===== config.mk =====
export PLATFORM = sky130hd
export DESIGN_NAME = alu_div_seq
export DESIGN_NICKNAME = d
export VERILOG_FILES = /design/src/rtl/alu_div_seq.sv
export SDC_FILE = /design/constraint.sdc
export NUM_CORES = 1
export LEC_CHECK = 0
export CAP_MARGIN = 20
export CELL_PAD_IN_SITES_DETAIL_PLACEMENT = 0
export CELL_PAD_IN_SITES_GLOBAL_PLACEMENT = 1
export CORE_ASPECT_RATIO = 0.8
export CORE_MARGIN = 1
export CORE_UTILIZATION = 41
export DETAILED_ROUTE_END_ITERATION = 7
export PLACE_DENSITY = 0.89
export SLEW_MARGIN = 10
export SYNTH_ARGS = -nofsm -noshare
export SYNTH_HDL_FRONTEND = slang
export SYNTH_SLANG_ARGS = --single-unit
export TNS_END_PERCENT = 50

===== constraint.sdc =====
create_clock -name clk -period 18.2 [get_ports clk]
set_clock_uncertainty 0.15 [all_clocks]
set_input_delay 3.64 -clock clk [delete_from_list [all_inputs] [get_ports clk]]
set_output_delay 3.64 -clock clk [all_outputs]
set_load 0.03 [all_outputs]

===== src/rtl/alu_div_seq.sv =====
// rtl/alu_div_seq.sv - RV32M sequential restoring divider driving a shared external adder-subtractor.
// All negation and trial subtraction go through add_a/add_b/add_mode -> add_s/add_co.
module alu_div_seq #(
  parameter int XLEN  = 32,
  parameter int ITERS = 32
) (
  input  logic            clk,
  input  logic            rst,
  input  logic            start,
  input  logic [1:0]      op,
  input  logic [XLEN-1:0] dividend,
  input  logic [XLEN-1:0] divisor,
  output logic            busy,
  output logic            done,
  output logic [XLEN-1:0] result,
  output logic [XLEN-1:0] add_a,
  output logic [XLEN-1:0] add_b,
  output logic            add_mode,
  input  logic [XLEN-1:0] add_s,
  input  logic            add_co
);

  localparam int CW = $clog2(ITERS);
  localparam logic [CW-1:0] LAST = CW'(ITERS - 1);

  typedef enum logic [2:0] {
    S_IDLE, S_NEG_N, S_NEG_D, S_DIV, S_FIX, S_DONE
  } state_t;

  state_t state, state_nx;

  logic            is_rem, neg_n, neg_d;
  logic [XLEN-1:0] dvd, dvs, rn, q, r, d;
  logic [CW-1:0]   cnt;
  logic [XLEN-1:0] sh;
  logic            ok, negate;

  always_comb begin
    state_nx = state;
    add_a    = '0;
    add_b    = '0;
    add_mode = 1'b0;
    negate   = 1'b0;
    sh       = {r[XLEN-2:0], q[XLEN-1]};
    // A set R MSB means the shifted remainder is 33 bits wide and certainly >= D.
    ok       = add_co | r[XLEN-1];
    case (state)
      S_IDLE:  if (start) state_nx = S_NEG_N;
      S_NEG_N: begin
        add_b    = dvd;
        add_mode = 1'b1;
        state_nx = S_NEG_D;
      end
      S_NEG_D: begin
        add_b    = dvs;
        add_mode = 1'b1;
        state_nx = S_DIV;
      end
      S_DIV: begin
        add_a    = sh;
        add_b    = d;
        add_mode = 1'b1;
        if (cnt == LAST) state_nx = S_FIX;
      end
      S_FIX: begin
        add_mode = 1'b1;
        if (is_rem) begin
          add_b  = r;
          negate = neg_n;
        end else begin
          add_b  = q;
          negate = (neg_n ^ neg_d) && (dvs != '0);
        end
        state_nx = S_DONE;
      end
      S_DONE:  state_nx = S_IDLE;
      default: state_nx = S_IDLE;
    endcase
  end

  assign busy = (state == S_NEG_N) || (state == S_NEG_D) || (state == S_DIV) || (state == S_FIX);
  assign done = (state == S_DONE);

  always_ff @(posedge clk or posedge rst) begin
    if (rst) begin
      state  <= S_IDLE;
      is_rem <= 1'b0;
      neg_n  <= 1'b0;
      neg_d  <= 1'b0;
      dvd    <= '0;
      dvs    <= '0;
      rn     <= '0;
      q      <= '0;
      r      <= '0;
      d      <= '0;
      cnt    <= '0;
      result <= '0;
    end else begin
      state <= state_nx;
      case (state)
        S_IDLE: if (start) begin
          is_rem <= op[1];
          neg_n  <= ~op[0] & dividend[XLEN-1];
          neg_d  <= ~op[0] & divisor[XLEN-1];
          dvd    <= dividend;
          dvs    <= divisor;
        end
        S_NEG_N: rn <= neg_n ? add_s : dvd;
        S_NEG_D: begin
          d   <= neg_d ? add_s : dvs;
          q   <= rn;
          r   <= '0;
          cnt <= '0;
        end
        S_DIV: begin
          r   <= ok ? add_s : sh;
          q   <= {q[XLEN-2:0], ok};
          cnt <= cnt + 1'b1;
        end
        S_FIX:   result <= negate ? add_s : add_b;
        default: ;
      endcase
    end
  end

endmodule


---- Yosys cells after proc, flatten, opt, wreduce, memory -nomap -nowiden ----
Index checks and enable logic that the tools add are counted.
word-level totals
  bits in registers ....................... 235
  input bits .............................. 102
  word-level logic and storage cells ...... 52
operators by class
  $add $sub $neg .......................... 1
  equality and inequality tests ........... 8
  mux-type cells .......................... 16
  bitwise logic cells ..................... 5
  reduce and logical (&&, ||, !) cells .... 10
operators by type and width
  cell                                           count
  2-to-1 mux 32 bit                              6
  case mux 32 bit (2 select lines)               2
  case mux 32 bit (4 select lines)               1
  nonzero test 32 bit                            1
  case mux 3 bit (5 select lines)                1
  case mux 5 bit (2 select lines)                1
  == test 3 x 2 -> 1 bit, second input constant  2
  == test 3 bit, second input constant           2
  2-to-1 mux 3 bit                               2
  adder 5 x 1 -> 5 bit, second input constant    1
  == test 5 bit, second input constant           1
  inequality test 2 bit, second input constant   2
  AND reduction 2 bit                            2
  OR reduction 4 bit                             1
  == test 3 x 1 -> 1 bit, second input constant  1
  zero test 3 bit                                1
  logical OR 1 bit                               3
  2-to-1 mux 1 bit                               3
  bitwise AND 1 bit                              2
  nonzero test 2 bit                             1
  logical AND 1 bit                              1
  inverter 1 bit                                 1
  OR 1 bit                                       1
  bitwise XOR 1 bit                              1

---- Logic depth before layout (Yosys ltp) ----
Gate-level depths: netlist (run 1).
  depth after elaboration ................. 5
  depth in mapped cells ................... 8
  gate-level depth less buffers ........... 6

---- Worst setup path before layout (run 1) ----
Ideal clock, no wire load.
  kind .................................... register to output
  from .................................... register state[0]
  to ...................................... output port add_b[0]
  data arrival time ....................... 1.871 ns
  required time ........................... 14.410 ns
  slack ................................... 12.539 ns
  stages on the path, launching flop included .. 6
  path through ............................ dfrtp_1 buf_2 nor2_1 clkbuf_1 a22oi_1 o21ai_0
between the ends
  word-level cells in the longest chain between the ends .. 2
  elaborated cells on any way between the ends .. 5
  those cells by class .................... 4 x eq/ne; 1 x mux
ends and longest elaborated chain
  item                                   RTL line  RTL
  start: declaration                     30        state_t state, state_nx;
  start signal: assignment               99        state <= state_nx;
  == test 3 bit (tied with other cells)  47        case (state)
  case mux 32 bit (4 select lines) *     47
  end: declaration                       17        output logic [XLEN-1:0] add_b,
Every way passes the cells marked *; elsewhere a longest branch is shown, timed or not.

---- Worst setup path after layout (run 1) ----
  from .................................... register state[2]
  to ...................................... output port add_a[14]
between the ends
  word-level cells in the longest chain between the ends .. 2
ends and longest elaborated chain
  item                    RTL line  RTL
  == test 3 x 2 -> 1 bit  47
  2-to-1 mux 32 bit       47
  end: declaration        16        output logic [XLEN-1:0] add_a,
Every way passes these cells.

==> results of run 1 <==
-- sequential cells by signal, indices dropped and copies added, names as in the netlist, 3 cells and up --
signal  flops
cnt         5
state       3
r          32
dvs        32
rn         32
dvd        32
d          32
q          32
result     32
-- routing by layer --
layer  share of wire, %  up-vias  track usage (%)
met5              0.073        -                0
met4                1.6        4            4.574
met3                6.7       50            3.728
met2                 44      397            36.87
met1                 47     4782            36.67
li1                   -     4350                -
-- power breakdown --
group	total [mW]	switching, mW	internal [mW]
combinational	0.997	0.552	0.445
sequential	0.840	0.150	0.690
clock	0.526	0.217	0.309
-- Yosys cell counts, types with 3 or more instances --
| library cell | number |
|---|---|
| dfrtp_1 | 235 |
| mux2i_1 | 126 |
| mux2_2 | 123 |
| o21ai_0 | 103 |
| nand2_1 | 100 |
| nor2_1 | 71 |
| a21oi_1 | 66 |
| clkbuf_1 | 43 |
| and2_1 | 34 |
| a22oi_1 | 33 |
| a2bb2oi_1 | 32 |
| o211ai_2 | 32 |
| nand3_2 | 28 |
| buf_2 | 27 |
| buf_1 | 11 |
| buf_6 | 7 |
| nor4_1 | 7 |
| mux2_1 | 6 |
| inv_1 | 5 |
| nand3_1 | 5 |
| a22o_1 | 3 |
| and3_1 | 3 |
| buf_4 | 3 |
-- area by class of cell --
class	count	area, µm²	area share [%]
multi-input cells	794	5979	38.81
flip-flops and latches	235	5891	38.23
repair buffers	219	2197	14.26
clock buffers	39	780.7	5.067
well taps	377	471.7	3.062
clock inverters	6	61.31	0.3979
inverters	5	26.28	0.1705
-- worst min-delay path, delay by kind of cell, from the launching register on --
kind	cells	cell delay, ns
DFF	1	0.34
AOI/OAI and AO/OA	2	0.13
-- through the flow --
| stage | utilization (%) | power (mW) | setup WS [ns] |
|---|---|---|---|
| floorplan | - | 1.444 | 7.964 |
| global placement | 49.36 | 1.815 | 11.33 |
| detailed placement | 49.36 | 1.837 | 11.29 |
| CTS | 52.22 | 2.366 | 10.73 |
| global route | 52.48 | 2.486 | 10.59 |
| finish | 52.48 | 2.362 | 10.74 |
-- worst min-delay path by stage --
| stage | startpoint | end | slack [ns] | depth (start not counted) |
|---|---|---|---|---|
| floorplan | cnt[2]$_DFFE_PP0P_ | cnt[2]$_DFFE_PP0P_ | 0.31 | 1 |
| CTS | result[22]$_DFFE_PP0N_ | result[22]$_DFFE_PP0N_ | 0.36 | 2 |
| finish | result[22]$_DFFE_PP0N_ | result[22]$_DFFE_PP0N_ | 0.35 | 2 |
| global placement | result[17]$_DFFE_PP0N_ | result[17]$_DFFE_PP0N_ | 0.34 | 2 |
| detailed placement | result[8]$_DFFE_PP0N_ | result[8]$_DFFE_PP0N_ | 0.34 | 2 |
| global route | result[20]$_DFFE_PP0N_ | result[20]$_DFFE_PP0N_ | 0.37 | 2 |
-- cell families (layout without fill, tap and decap cells) --
group	Yosys count	count (layout)	synth area share, %
compound gates	272	272	14.85
xor+xnor	3	3	0.2755
simple gates	262	262	10.82
mux	255	255	22.13
fa+ha+maj	2	2	0.2040
buf+inv	97	269	3.774
flops	235	235	47.94
==> flow_summary.html, run 1 <==
<table>
<tr><th>Metric</th><th>Value</th></tr>
<tr><th colspan="2">Run status</th></tr>
<tr><td>Outcome</td><td>finished clean</td></tr>
<tr><th colspan="2">Setup path</th></tr>
<tr><td>Source of the critical timing path</td><td>state[2]$_DFFE_PP0P_</td></tr>
<tr><td>Delay of the slowest critical-path stage</td><td>0.80 ns</td></tr>
<tr><td>Critical Path Slowest Stage Cell</td><td>nor2_2</td></tr>
<tr><td>Highest net fanout along the worst path</td><td>43</td></tr>
<tr><td>Sum of buffers and inverters on the critical path</td><td>2</td></tr>
<tr><td>Family of cells with the greatest summed delay on the critical path</td><td>simple AND/OR/NAND/NOR gates</td></tr>
<tr><td>Data arrival, critical path</td><td>3.67 ns</td></tr>
<tr><td>Class of the most critical setup path</td><td>reg2out</td></tr>
<tr><td>Cell breakdown of the critical path</td><td>nand2b_1, nor2_2, buf_4, and2_1, clkdlybuf4s50_1</td></tr>
<tr><td>CP Capture Point</td><td>add_a[14]</td></tr>
<tr><td>Nature of the critical path startpoint</td><td>flop</td></tr>
<tr><td>Reg2reg path depth</td><td>8</td></tr>
<tr><td>CP endpoint kind</td><td>output port</td></tr>
<tr><td>Endpoint of the worst-slack reg-to-reg timing path</td><td>result[23]$_DFFE_PP0N_</td></tr>
<tr><td>Path length in cells of the critical path</td><td>5</td></tr>
<tr><td>Required time of the worst setup path</td><td>14.41 ns</td></tr>
<tr><td>Worst flop-to-flop path startpoint</td><td>state[0]$_DFFE_PP0P_</td></tr>
<tr><td>FF-to-FF setup slack</td><td>14.55 ns</td></tr>
<tr><th colspan="2">Placed design</th></tr>
<tr><td>Quantity of I/O buffers inserted on ports</td><td>200</td></tr>
<tr><td>RD Place Congestion</td><td>0.7937</td></tr>
<tr><td>HPWL after detailed placement</td><td>23600 µm</td></tr>
<tr><td>Placed cell areas</td><td>0.01449 mm²</td></tr>
<tr><td>Placed cell count</td><td>1627</td></tr>
<tr><th colspan="2">Power</th></tr>
<tr><td>Maximum resistive drop on vdd</td><td>0.00009176 V</td></tr>
<tr><td>Leak</td><td>6.053 nW</td></tr>
<tr><td>Power density relative to cell area</td><td>153.3 mW/mm²</td></tr>
<tr><th colspan="2">CTS</th></tr>
<tr><td>Number of clock buffers inserted by TritonCTS</td><td>26</td></tr>
<tr><td>CTS tree</td><td>yes</td></tr>
<tr><td>Clock Latency Late Sink</td><td>0.53 ns</td></tr>
<tr><td># H-tree levels</td><td>1</td></tr>
<tr><td>TritonCTS sink count</td><td>235</td></tr>
<tr><td>Setup fix buffers added after clock tree synthesis</td><td>0</td></tr>
<tr><td>Clock Tree Root</td><td>clkbuf_16</td></tr>
<tr><td>Clock transition at path regs</td><td>0.06 ns</td></tr>
<tr><td>Maximum root-to-sink buffer count</td><td>3</td></tr>
<tr><td>Hold_buf cts</td><td>0</td></tr>
<tr><td>CTS-repair resized insts</td><td>0</td></tr>
<tr><th colspan="2">Timing</th></tr>
<tr><td>Clock period minus worst slack</td><td>7.462 ns</td></tr>
<tr><td>Transition time at the pin with the least slew margin</td><td>1.161 ns</td></tr>
<tr><td>Count of endpoints failing setup in the final report</td><td>0</td></tr>
<tr><td>Final hold slack</td><td>0.3538 ns</td></tr>
<tr><td>Highest clock frequency the design can meet</td><td>134.0 MHz</td></tr>
<tr><td>Number of slew-limit violations in the final report</td><td>0</td></tr>
<tr><td>Setup TNS</td><td>0 ns</td></tr>
<tr><td>Post-route fraction of the period consumed by the critical path</td><td>41.00%</td></tr>
<tr><td>Unrepaired setup endpoints after global routing</td><td>false</td></tr>
<tr><td>Final hold violations</td><td>0</td></tr>
<tr><td>Max-Slew Margin vs Limit</td><td>22.43%</td></tr>
<tr><th colspan="2">Global route</th></tr>
<tr><td>Pin count of the biggest net entering global routing</td><td>104</td></tr>
<tr><td>Overflow after GRT</td><td>0</td></tr>
<tr><td>Number of global-route vias before repair</td><td>9620</td></tr>
<tr><td>Overall Global Routing Usage</td><td>24.31%</td></tr>
<tr><td>Antenna violations before repair</td><td>2</td></tr>
<tr><td>Global-route wire length before repair</td><td>57640 µm</td></tr>
<tr><th colspan="2">Floorplan</th></tr>
<tr><td>Num ports</td><td>201</td></tr>
<tr><td>Standard-cell rows</td><td>56</td></tr>
<tr><td>Area of the die</td><td>0.03062 mm²</td></tr>
<tr><td>Die outline height</td><td>156.7 µm</td></tr>
<tr><td>Starting Density</td><td>41.78%</td></tr>
<tr><td>Area of the core</td><td>0.02936 mm²</td></tr>
<tr><td>Die outline width</td><td>195.4 µm</td></tr>
<tr><th colspan="2">Layout</th></tr>
<tr><td>Final std cell area, no fill</td><td>0.01541 mm²</td></tr>
<tr><td>Share of cells above drive strength 1</td><td>19.95%</td></tr>
<tr><td>Most common cell after layout, fill and taps aside</td><td>dfrtp_1</td></tr>
<tr><td>Net count reported at finish</td><td>1385</td></tr>
<tr><td>Most used cells in the layout excluding fill and tap cells</td><td>229 x dfrtp_1, 200 x clkdlybuf4s50_1, 126 x mux2i_1, 123 x mux2_2, 103 x o21ai_0</td></tr>
<tr><td>Synth-to-layout area growth</td><td>25.61%</td></tr>
<tr><td>Fin cells</td><td>1675</td></tr>
<tr><td>Antenna cells</td><td>0</td></tr>
<tr><td>Filler cells</td><td>2547</td></tr>
<tr><th colspan="2">Route</th></tr>
<tr><td>DRC</td><td>0</td></tr>
<tr><td>Overall via count from detail_route</td><td>9583</td></tr>
<tr><td>DRT Wirelength</td><td>37170 µm</td></tr>
<tr><td>Starting DRC count in detailed routing</td><td>736</td></tr>
<tr><td>Post-route antenna net violation count</td><td>0</td></tr>
<tr><td>Drt pass-1 iters</td><td>5</td></tr>
<tr><td>DR WL/cell</td><td>22.19 µm</td></tr>
<tr><td>Via/cell ratio</td><td>5.721</td></tr>
<tr><th colspan="2">Logic synthesis</th></tr>
<tr><td>Synth warnings</td><td>0</td></tr>
<tr><td>Post-synth EDFFs</td><td>0</td></tr>
<tr><td>Cell types occupying the most area after synthesis</td><td>dfrtp_1 48%, mux2_2 11%, mux2i_1 10%</td></tr>
<tr><td>Number of distinct library cells after synthesis</td><td>39</td></tr>
<tr><td>Area share of the largest cell type after synthesis</td><td>47.94%</td></tr>
<tr><td>Number of instances in the synthesized netlist</td><td>1126</td></tr>
<tr><td>Post-synth ARST share</td><td>100.0%</td></tr>
<tr><td>Number of flip-flops and latches in the synthesized netlist</td><td>235</td></tr>
<tr><td>Synth Net Count</td><td>1230</td></tr>
<tr><td>Cell Area, Synth</td><td>0.01227 mm²</td></tr>
<tr><td>Yosys top cell by area</td><td>dfrtp_1</td></tr>
<tr><td>Post-Syn Area per Cell</td><td>10.89 µm²</td></tr>
<tr><td>Share of synthesized area occupied by flip-flops and latches</td><td>47.94%</td></tr>
<tr><td>Leading register cell type out of synthesis</td><td>dfrtp_1</td></tr>
<tr><th colspan="2">Flow run</th></tr>
<tr><td>Number of maximum-capacitance violations</td><td>0</td></tr>
<tr><th colspan="2">Worst hold path</th></tr>
<tr><td>Class of the most critical hold timing path</td><td>reg2reg</td></tr>
</table>
Power figures use the tool's default switching activity.
==> run 2, diff against run 1 <==
--- a/config.mk
+++ b/config.mk
@@ -10,9 +10,9 @@
 export CELL_PAD_IN_SITES_GLOBAL_PLACEMENT = 1
 export CORE_ASPECT_RATIO = 0.8
 export CORE_MARGIN = 1
-export CORE_UTILIZATION = 41
+export CORE_UTILIZATION = 38
 export DETAILED_ROUTE_END_ITERATION = 7
-export PLACE_DENSITY = 0.89
+export PLACE_DENSITY = 0.87
 export SLEW_MARGIN = 10
 export SYNTH_ARGS = -nofsm -noshare
 export SYNTH_HDL_FRONTEND = slang
==> constraint.sdc (replaced) <==
create_clock -name clk -period 6.3 [get_ports clk]
set_clock_uncertainty 0.15 [all_clocks]
set_input_delay 1.26 -clock clk [delete_from_list [all_inputs] [get_ports clk]]
set_output_delay 1.26 -clock clk [all_outputs]
set_load 0.03 [all_outputs]
==> run 2 against run 1 <==
  * Combinational power grew to 2.8 times the previous value
  * Die area is 7.8% higher
  * Clock power grew to 2.9 times the previous value
  * Register-to-register slack worse by 12 ns
  * Via count is 0.45% lower
  * Design area is 0.45% higher
  * Sequential power grew to 2.9 times the previous value
  * Final cell count is 2.9% higher
  * Sequential share of layout area is 0.17 points lower
  * Flip-flop and latch count stayed put
  * Global-route usage is 1.4 points lower
  * Critical endpoint is now add_b[27]
==> flow_summary.html, run 2 (synthesized netlist as in run 1, its figures left out) <==
<table>
<tr><th>Metric</th><th>Value</th></tr>
<tr><th colspan="2">Layout</th></tr>
<tr><td>Synth-to-layout area growth</td><td>26.19%</td></tr>
<tr><td>Final std cell area, no fill</td><td>0.01548 mm² (+0.45%)</td></tr>
<tr><td>Most common cell after layout, fill and taps aside</td><td>dfrtp_1</td></tr>
<tr><td>Fin cells</td><td>1723 (+2.9%)</td></tr>
<tr><td>Most used cells in the layout excluding fill and tap cells</td><td>229 x dfrtp_1, 200 x clkdlybuf4s50_1, 126 x mux2i_1, 123 x mux2_2, 103 x o21ai_0</td></tr>
<tr><td>Net count reported at finish</td><td>1387 (+0.14%)</td></tr>
<tr><td>Share of cells above drive strength 1</td><td>20.12% (+0.17 points)</td></tr>
<tr><td>Core utilization of the finished layout</td><td>49.03% (-3.5 points)</td></tr>
<tr><td>Filler cells</td><td>2865 (+12%)</td></tr>
<tr><th colspan="2">Route</th></tr>
<tr><td>Starting DRC count in detailed routing</td><td>688 (-6.5%)</td></tr>
<tr><td>Post-route antenna net violation count</td><td>0 (unchanged)</td></tr>
<tr><td>DRC</td><td>0 (unchanged)</td></tr>
<tr><td>Overall via count from detail_route</td><td>9540 (-0.45%)</td></tr>
<tr><td>DR WL/cell</td><td>21.92 µm (-1.2%)</td></tr>
<tr><td>Via/cell ratio</td><td>5.537 (-3.2%)</td></tr>
<tr><td>Drt pass-1 iters</td><td>6 (+1)</td></tr>
<tr><td>DRT Wirelength</td><td>37760 µm (+1.6%)</td></tr>
<tr><th colspan="2">Floorplan</th></tr>
<tr><td>Area of the core</td><td>0.03157 mm² (+7.5%)</td></tr>
<tr><td>Die outline height</td><td>162.7 µm (+3.8%)</td></tr>
<tr><td>Die outline width</td><td>202.9 µm (+3.8%)</td></tr>
<tr><td>Standard-cell rows</td><td>58 (+3.6%)</td></tr>
<tr><td>Starting Density</td><td>38.85% (-2.9 points)</td></tr>
<tr><td>Num ports</td><td>201 (unchanged)</td></tr>
<tr><td>Area of the die</td><td>0.03300 mm² (+7.8%)</td></tr>
<tr><th colspan="2">Power</th></tr>
<tr><td>Total internal power</td><td>4.158 mW (+190%)</td></tr>
<tr><td>Sequential share of power</td><td>35.7% (about the same)</td></tr>
<tr><td>Net switching fraction of the power</td><td>38.64% (-0.26 points)</td></tr>
<tr><td>Leak</td><td>6.055 nW (about the same)</td></tr>
<tr><td>Total design power</td><td>6.777 mW (+190%)</td></tr>
<tr><td>Maximum resistive drop on vdd</td><td>0.0002459 V (+170%)</td></tr>
<tr><td>Power spent charging and discharging nets</td><td>2.619 mW (+180%)</td></tr>
<tr><td>Clk network pwr share</td><td>22.5% (+0.2 points)</td></tr>
<tr><td>Proportion of power drawn by combinational gates</td><td>41.8% (-0.4 points)</td></tr>
<tr><td>Power density relative to cell area</td><td>437.9 mW/mm² (+190%)</td></tr>
<tr><th colspan="2">Setup path</th></tr>
<tr><td>Highest net fanout along the worst path</td><td>40 (-7.0%)</td></tr>
<tr><td>Nature of the critical path startpoint</td><td>flop</td></tr>
<tr><td>Data arrival, critical path</td><td>4.06 ns (+0.39 ns)</td></tr>
<tr><td>Required time of the worst setup path</td><td>4.89 ns (-9.52 ns)</td></tr>
<tr><td>Class of the most critical setup path</td><td>reg2out</td></tr>
<tr><td>CP endpoint kind</td><td>output port</td></tr>
<tr><th colspan="2">CTS</th></tr>
<tr><td>Clock Tree Root</td><td>clkbuf_16</td></tr>
<tr><td># H-tree levels</td><td>1 (unchanged)</td></tr>
<tr><td>CTS-repair resized insts</td><td>0 (unchanged)</td></tr>
<tr><td>Clock transition at path regs</td><td>0.06 ns (about the same)</td></tr>
<tr><td>Number of clock buffers inserted by TritonCTS</td><td>26 (unchanged)</td></tr>
<tr><td>CTS tree</td><td>yes</td></tr>
<tr><td>Maximum root-to-sink buffer count</td><td>3 (unchanged)</td></tr>
<tr><td>Clock Latency Late Sink</td><td>0.54 ns (about the same)</td></tr>
<tr><td>TritonCTS sink count</td><td>235 (unchanged)</td></tr>
<tr><td>Hold_buf cts</td><td>0 (unchanged)</td></tr>
<tr><td>Setup fix buffers added after clock tree synthesis</td><td>0 (unchanged)</td></tr>
<tr><th colspan="2">Worst hold path</th></tr>
<tr><td>Class of the most critical hold timing path</td><td>reg2reg</td></tr>
<tr><th colspan="2">Run status</th></tr>
<tr><td>Outcome</td><td>finished clean</td></tr>
<tr><th colspan="2">Placed design</th></tr>
<tr><td>Placed cell count</td><td>1673 (+2.8%)</td></tr>
<tr><td>HPWL after detailed placement</td><td>23840 µm (+1.0%)</td></tr>
<tr><td>Placed cell areas</td><td>0.01459 mm² (+0.67%)</td></tr>
<tr><td>Quantity of I/O buffers inserted on ports</td><td>200 (unchanged)</td></tr>
<tr><td>Pre-CTS worst setup slack</td><td>1.369 ns (-9.923 ns)</td></tr>
<tr><td>RD Place Congestion</td><td>0.7988 (+0.64%)</td></tr>
<tr><th colspan="2">Timing</th></tr>
<tr><td>Count of endpoints failing setup in the final report</td><td>0 (unchanged)</td></tr>
<tr><td>Highest clock frequency the design can meet</td><td>182.7 MHz</td></tr>
<tr><td>Final hold violations</td><td>0 (unchanged)</td></tr>
<tr><td>Post-route fraction of the period consumed by the critical path</td><td>86.86%</td></tr>
<tr><td>Final hold slack</td><td>0.3535 ns (-0.0002980 ns)</td></tr>
<tr><td>Setup TNS</td><td>0 ns (unchanged)</td></tr>
<tr><td>Max-Slew Margin vs Limit</td><td>24.60% (+2.2 points)</td></tr>
<tr><td>Transition time at the pin with the least slew margin</td><td>1.128 ns (-0.03248 ns)</td></tr>
<tr><td>Setup slack of the critical path after layout</td><td>0.8279 ns (-9.910 ns)</td></tr>
<tr><td>Unrepaired setup endpoints after global routing</td><td>false</td></tr>
<tr><td>Number of slew-limit violations in the final report</td><td>0 (unchanged)</td></tr>
<tr><td>Clock period minus worst slack</td><td>5.472 ns</td></tr>
<tr><th colspan="2">Global route</th></tr>
<tr><td>Overflow after GRT</td><td>0 (unchanged)</td></tr>
<tr><td>Pin count of the biggest net entering global routing</td><td>131 (+26%)</td></tr>
<tr><td>Global-route wire length before repair</td><td>58410 µm (+1.3%)</td></tr>
<tr><td>Overall Global Routing Usage</td><td>22.95% (-1.4 points)</td></tr>
<tr><td>Number of global-route vias before repair</td><td>9711 (+0.95%)</td></tr>
<tr><td>Antenna violations before repair</td><td>2 (unchanged)</td></tr>
<tr><th colspan="2">Flow run</th></tr>
<tr><td>Number of maximum-capacitance violations</td><td>0 (unchanged)</td></tr>
</table>
==> run 2: area by class of cell <==
type	count	area (µm²)	share of cell area [%]
antenna	1	2.502	0.01617
clock buffer	39	770.7	4.980
multi-input combinational	794	5979	38.63
sequential	235	5891	38.06
clock inverter	8	77.57	0.5012
timing repair buffer	221	2208	14.27
inverter	5	22.52	0.1455
tap	420	525.5	3.395
==> run 2: critical path, stage by stage, from the launching register on <==
cell,delay (ns)
dfrtp_2,0.36
buf_4,0.61
inv_1,0.26
nor2_4,0.91
a22oi_1,0.20
o21ai_0,0.42
clkdlybuf4s50_1,0.76
==> run 2: power groups by stage <==
stage	clock network (mW)	registers, mW	logic, mW
after floorplan	0	2.25	1.92
after global placement	0	2.41	2.81
after detailed placement	0	2.44	2.84
after CTS	1.56	2.41	2.86
after global routing	1.62	2.48	3.07
final	1.52	2.42	2.83
==> run 2: layer usage <==
metal / track usage, % / vias to the layer above / wire (µm)
met5: 0 / - / 0
met4: 5.571 / 0 / 801
met3: 3.641 / 54 / 2214
met2: 35.34 / 346 / 16650
met1: 33.68 / 4786 / 18090
li1: - / 4354 / -
==> run 2: worst paths after layout <==
path                                      start                endpoint  slack, ns  cells past startpoint
max reg2reg                state[2]$_DFFE_PP0P_  result[24]$_DFFE_PP0N_       3.04                      5
max in group asynchronous                   rst      rn[15]$_DFFE_PP0N_       3.76                      3
min                          cnt[2]$_DFFE_PP0P_      cnt[2]$_DFFE_PP0P_       0.35                      1
min in group asynchronous                   rst   result[4]$_DFFE_PP0N_       1.03                      2
min reg2reg                  cnt[2]$_DFFE_PP0P_      cnt[2]$_DFFE_PP0P_       0.35                      1
max                        state[1]$_DFFE_PP0P_               add_b[27]       0.83                      6
==> patch, RTL diff (settings of run 1) <==
Re-encode `state_t` (6 states) as one-hot, 6 bits wide.
--- a/src/rtl/alu_div_seq.sv
+++ b/src/rtl/alu_div_seq.sv
@@ -23,8 +23,8 @@
   localparam int CW = $clog2(ITERS);
   localparam logic [CW-1:0] LAST = CW'(ITERS - 1);
 
-  typedef enum logic [2:0] {
-    S_IDLE, S_NEG_N, S_NEG_D, S_DIV, S_FIX, S_DONE
+  typedef enum logic [5:0] {
+    S_IDLE = 6'b000001, S_NEG_N = 6'b000010, S_NEG_D = 6'b000100, S_DIV = 6'b001000, S_FIX = 6'b010000, S_DONE = 6'b100000
   } state_t;
 
   state_t state, state_nx;
Function: same outputs for any inputs over 4 cycles, from zero or initial values and one cycle with rst high; so few cycles prove little.
==> patch against run 1 <==
  * Sequential power up 14%
  * Power down 5.6%
  * Largest power group is now registers
  * Worst setup slack better by 0.092 ns
  * Combinational power down 25%
  * Area after synthesis down 1.2%
  * Largest cell class is now flip-flops and latches
  * Routed wire length up 2.9%
  * Cell area down 0.98%
  * Sequential cell count up 3
==> patch: results (changes against run 1) <==
DP Wirelength -> 23800 um (+0.99%)
Adder-Cell Fraction of Synth Area -> 0.206% (+0.0024 points)
WHS Path Cells -> 2 (unchanged)
Slew headroom -> 28.0% (+5.6 points)
slowest stage cell on the critical path -> and2_2
clock slew at reported path FFs -> 0.06 ns (about the same)
vias in the first global route -> 10300 (+6.6%)
worst-case reg-to-reg path depth -> 5 (-3)
Worst-Skew Late Latency -> 0.54 ns
worst-path fanout max -> 37 (-14%)
DR pass1 iterations -> 5 (unchanged)
TritonCTS buffer count -> 26 (unchanged)
dpl cells -> 1723 (+5.9%)
GPL Wtd Cong -> 0.836 (+5.4%)
Nets -> 1487 (+7.4%)
First DRT Iteration DRCs -> 773 (+5.0%)
CTS Root Cell -> clkbuf_16
Avg Vias per Cell -> 5.77 (+0.82%)
drt total wl -> 38200 um (+2.9%)
post-synthesis instance total -> 1237 (+9.9%)
Tot GR Track Use -> 25.1% (+0.78 points)
syn_nets -> 1341 (+9.0%)
largest net degree at the start of global routing -> 99 (-4.8%)
synth cell count leaders -> 261 x nand2_1, 237 x dfrtp_1, 100 x o21ai_0, 97 x mux2_2, 97 x mux2i_1
PostCTS Resize Cnt -> 0 (unchanged)
port bufs -> 200 (unchanged)
largest buffer count on any clock path -> 3 (unchanged)
P_leak -> 6.68 nW (+10%)
Max VDD drop -> 0.0941 mV (+2.6%)
Yosys warnings -> 0 (unchanged)
Main synth FF type -> dfrtp_1
layout cell share with drive strength beyond 1 -> 14.5% (-5.5 points)
CP max stage delay -> 0.92 ns (+0.12 ns)
ys async rst share -> 100% (unchanged)
first-pass GRT wire length -> 59300 um (+2.9%)
status -> finished clean
pre-CTS setup slack -> 11.38 ns (+0.0889 ns)
Post-CTS Setup Repair Bufs -> 0 (unchanged)
routed len/inst -> 21.6 um (-2.7%)
initial antenna violation count -> 2 (unchanged)
Synth area leaders -> dfrtp_1 49%, mux2_2 9.0%, nand2_1 8.1%
sequential fraction of the synthesis area -> 49.1% (+1.2 points)
post-synthesis mux area share -> 17.0% (-5.1 points)
post-synthesis compound-gate area fraction -> 13.6% (-1.2 points)
synth unique cells -> 40 (+2.6%)
XOR/XNOR Fraction of Synth Area -> 0.145% (-0.13 points)
Hold/Removal Path Class -> flop to flop
H-tree Lvls -> 1 (unchanged)
[patch: changes by cell type after synthesis, moves of 31 or more]
cell	delta
a21oi_1	-64
a2bb2oi_1	-32
a31oi_1	+31
and2_1	-32
and3_1	+31
clkbuf_1	+38
inv_1	+32
nand2_1	+161
nand3_1	+31
nor2_1	-37
nor3_1	+31
o311ai_0	+32
[patch: critical path: cells and delay by family (launching register included)]
| kind | cells | cell delay [ns] |
|---|---|---|
| buffers and inverters | 2 | 1.12 |
| flip-flops | 1 | 0.41 |
| AND/OR/NAND/NOR | 4 | 1.49 |
[patch: cell type report]
| cell class | count | area [um2] |
|---|---|---|
| Sequential cell | 238 | 5960 |
| Fill cell | 2578 | 13400 |
| Clock buffer | 40 | 783 |
| Clock inverter | 6 | 66.3 |
| Timing Repair Buffer | 223 | 2190 |
| Tap cell | 370 | 463 |
| Antenna cell | 1 | 2.50 |
| Inverter | 38 | 155 |
| Multi-Input combinational cell | 856 | 5630 |
[patch: final timing paths]
kind                            slack, ns        end      from
worst max register to register      15.47  result[4]    is_rem
max in group asynchronous           13.03       d[7]       rst
min in group asynchronous            3.42    dvd[21]       rst
worst min register to register       0.33       d[0]      d[0]
worst min-delay path                 0.33       d[0]      d[0]
worst max-delay path                10.83  add_b[30]  state[5]
[patch: power breakdown]
part	total, mW	internal, mW	switching (mW)
Clock	0.524	0.309	0.216
Combinational	0.748	0.345	0.404
Sequential	0.958	0.752	0.207
[patch: metal layers]
metal	up-vias	share of wire, %	GRT usage, %
met5	-	0.034	0
met4	2	2.2	6.61
met3	64	9.5	6.27
met2	482	44	39.1
met1	5009	44	34.9
li1	4664	-	-
[patch: cells by family (layout without fill, tap and decap cells)]
family,Yosys count,after routing
simple gates,422,422
flops,238,238
compound gates,236,236
mux,194,194
buf+inv,143,307
fa+ha+maj,2,2
xor+xnor,2,2
other cells,0,1
[patch: stage by stage]
step | cell area, um2 | util (%)
6_report | 15300 | 53.2
5_1_grt | 15300 | 53.2
4_1_cts | 15200 | 53.0
3_5_place_dp | 14400 | 50.1
3_3_place_gp | 14400 | 50.1
2_1_floorplan | 12100 | -
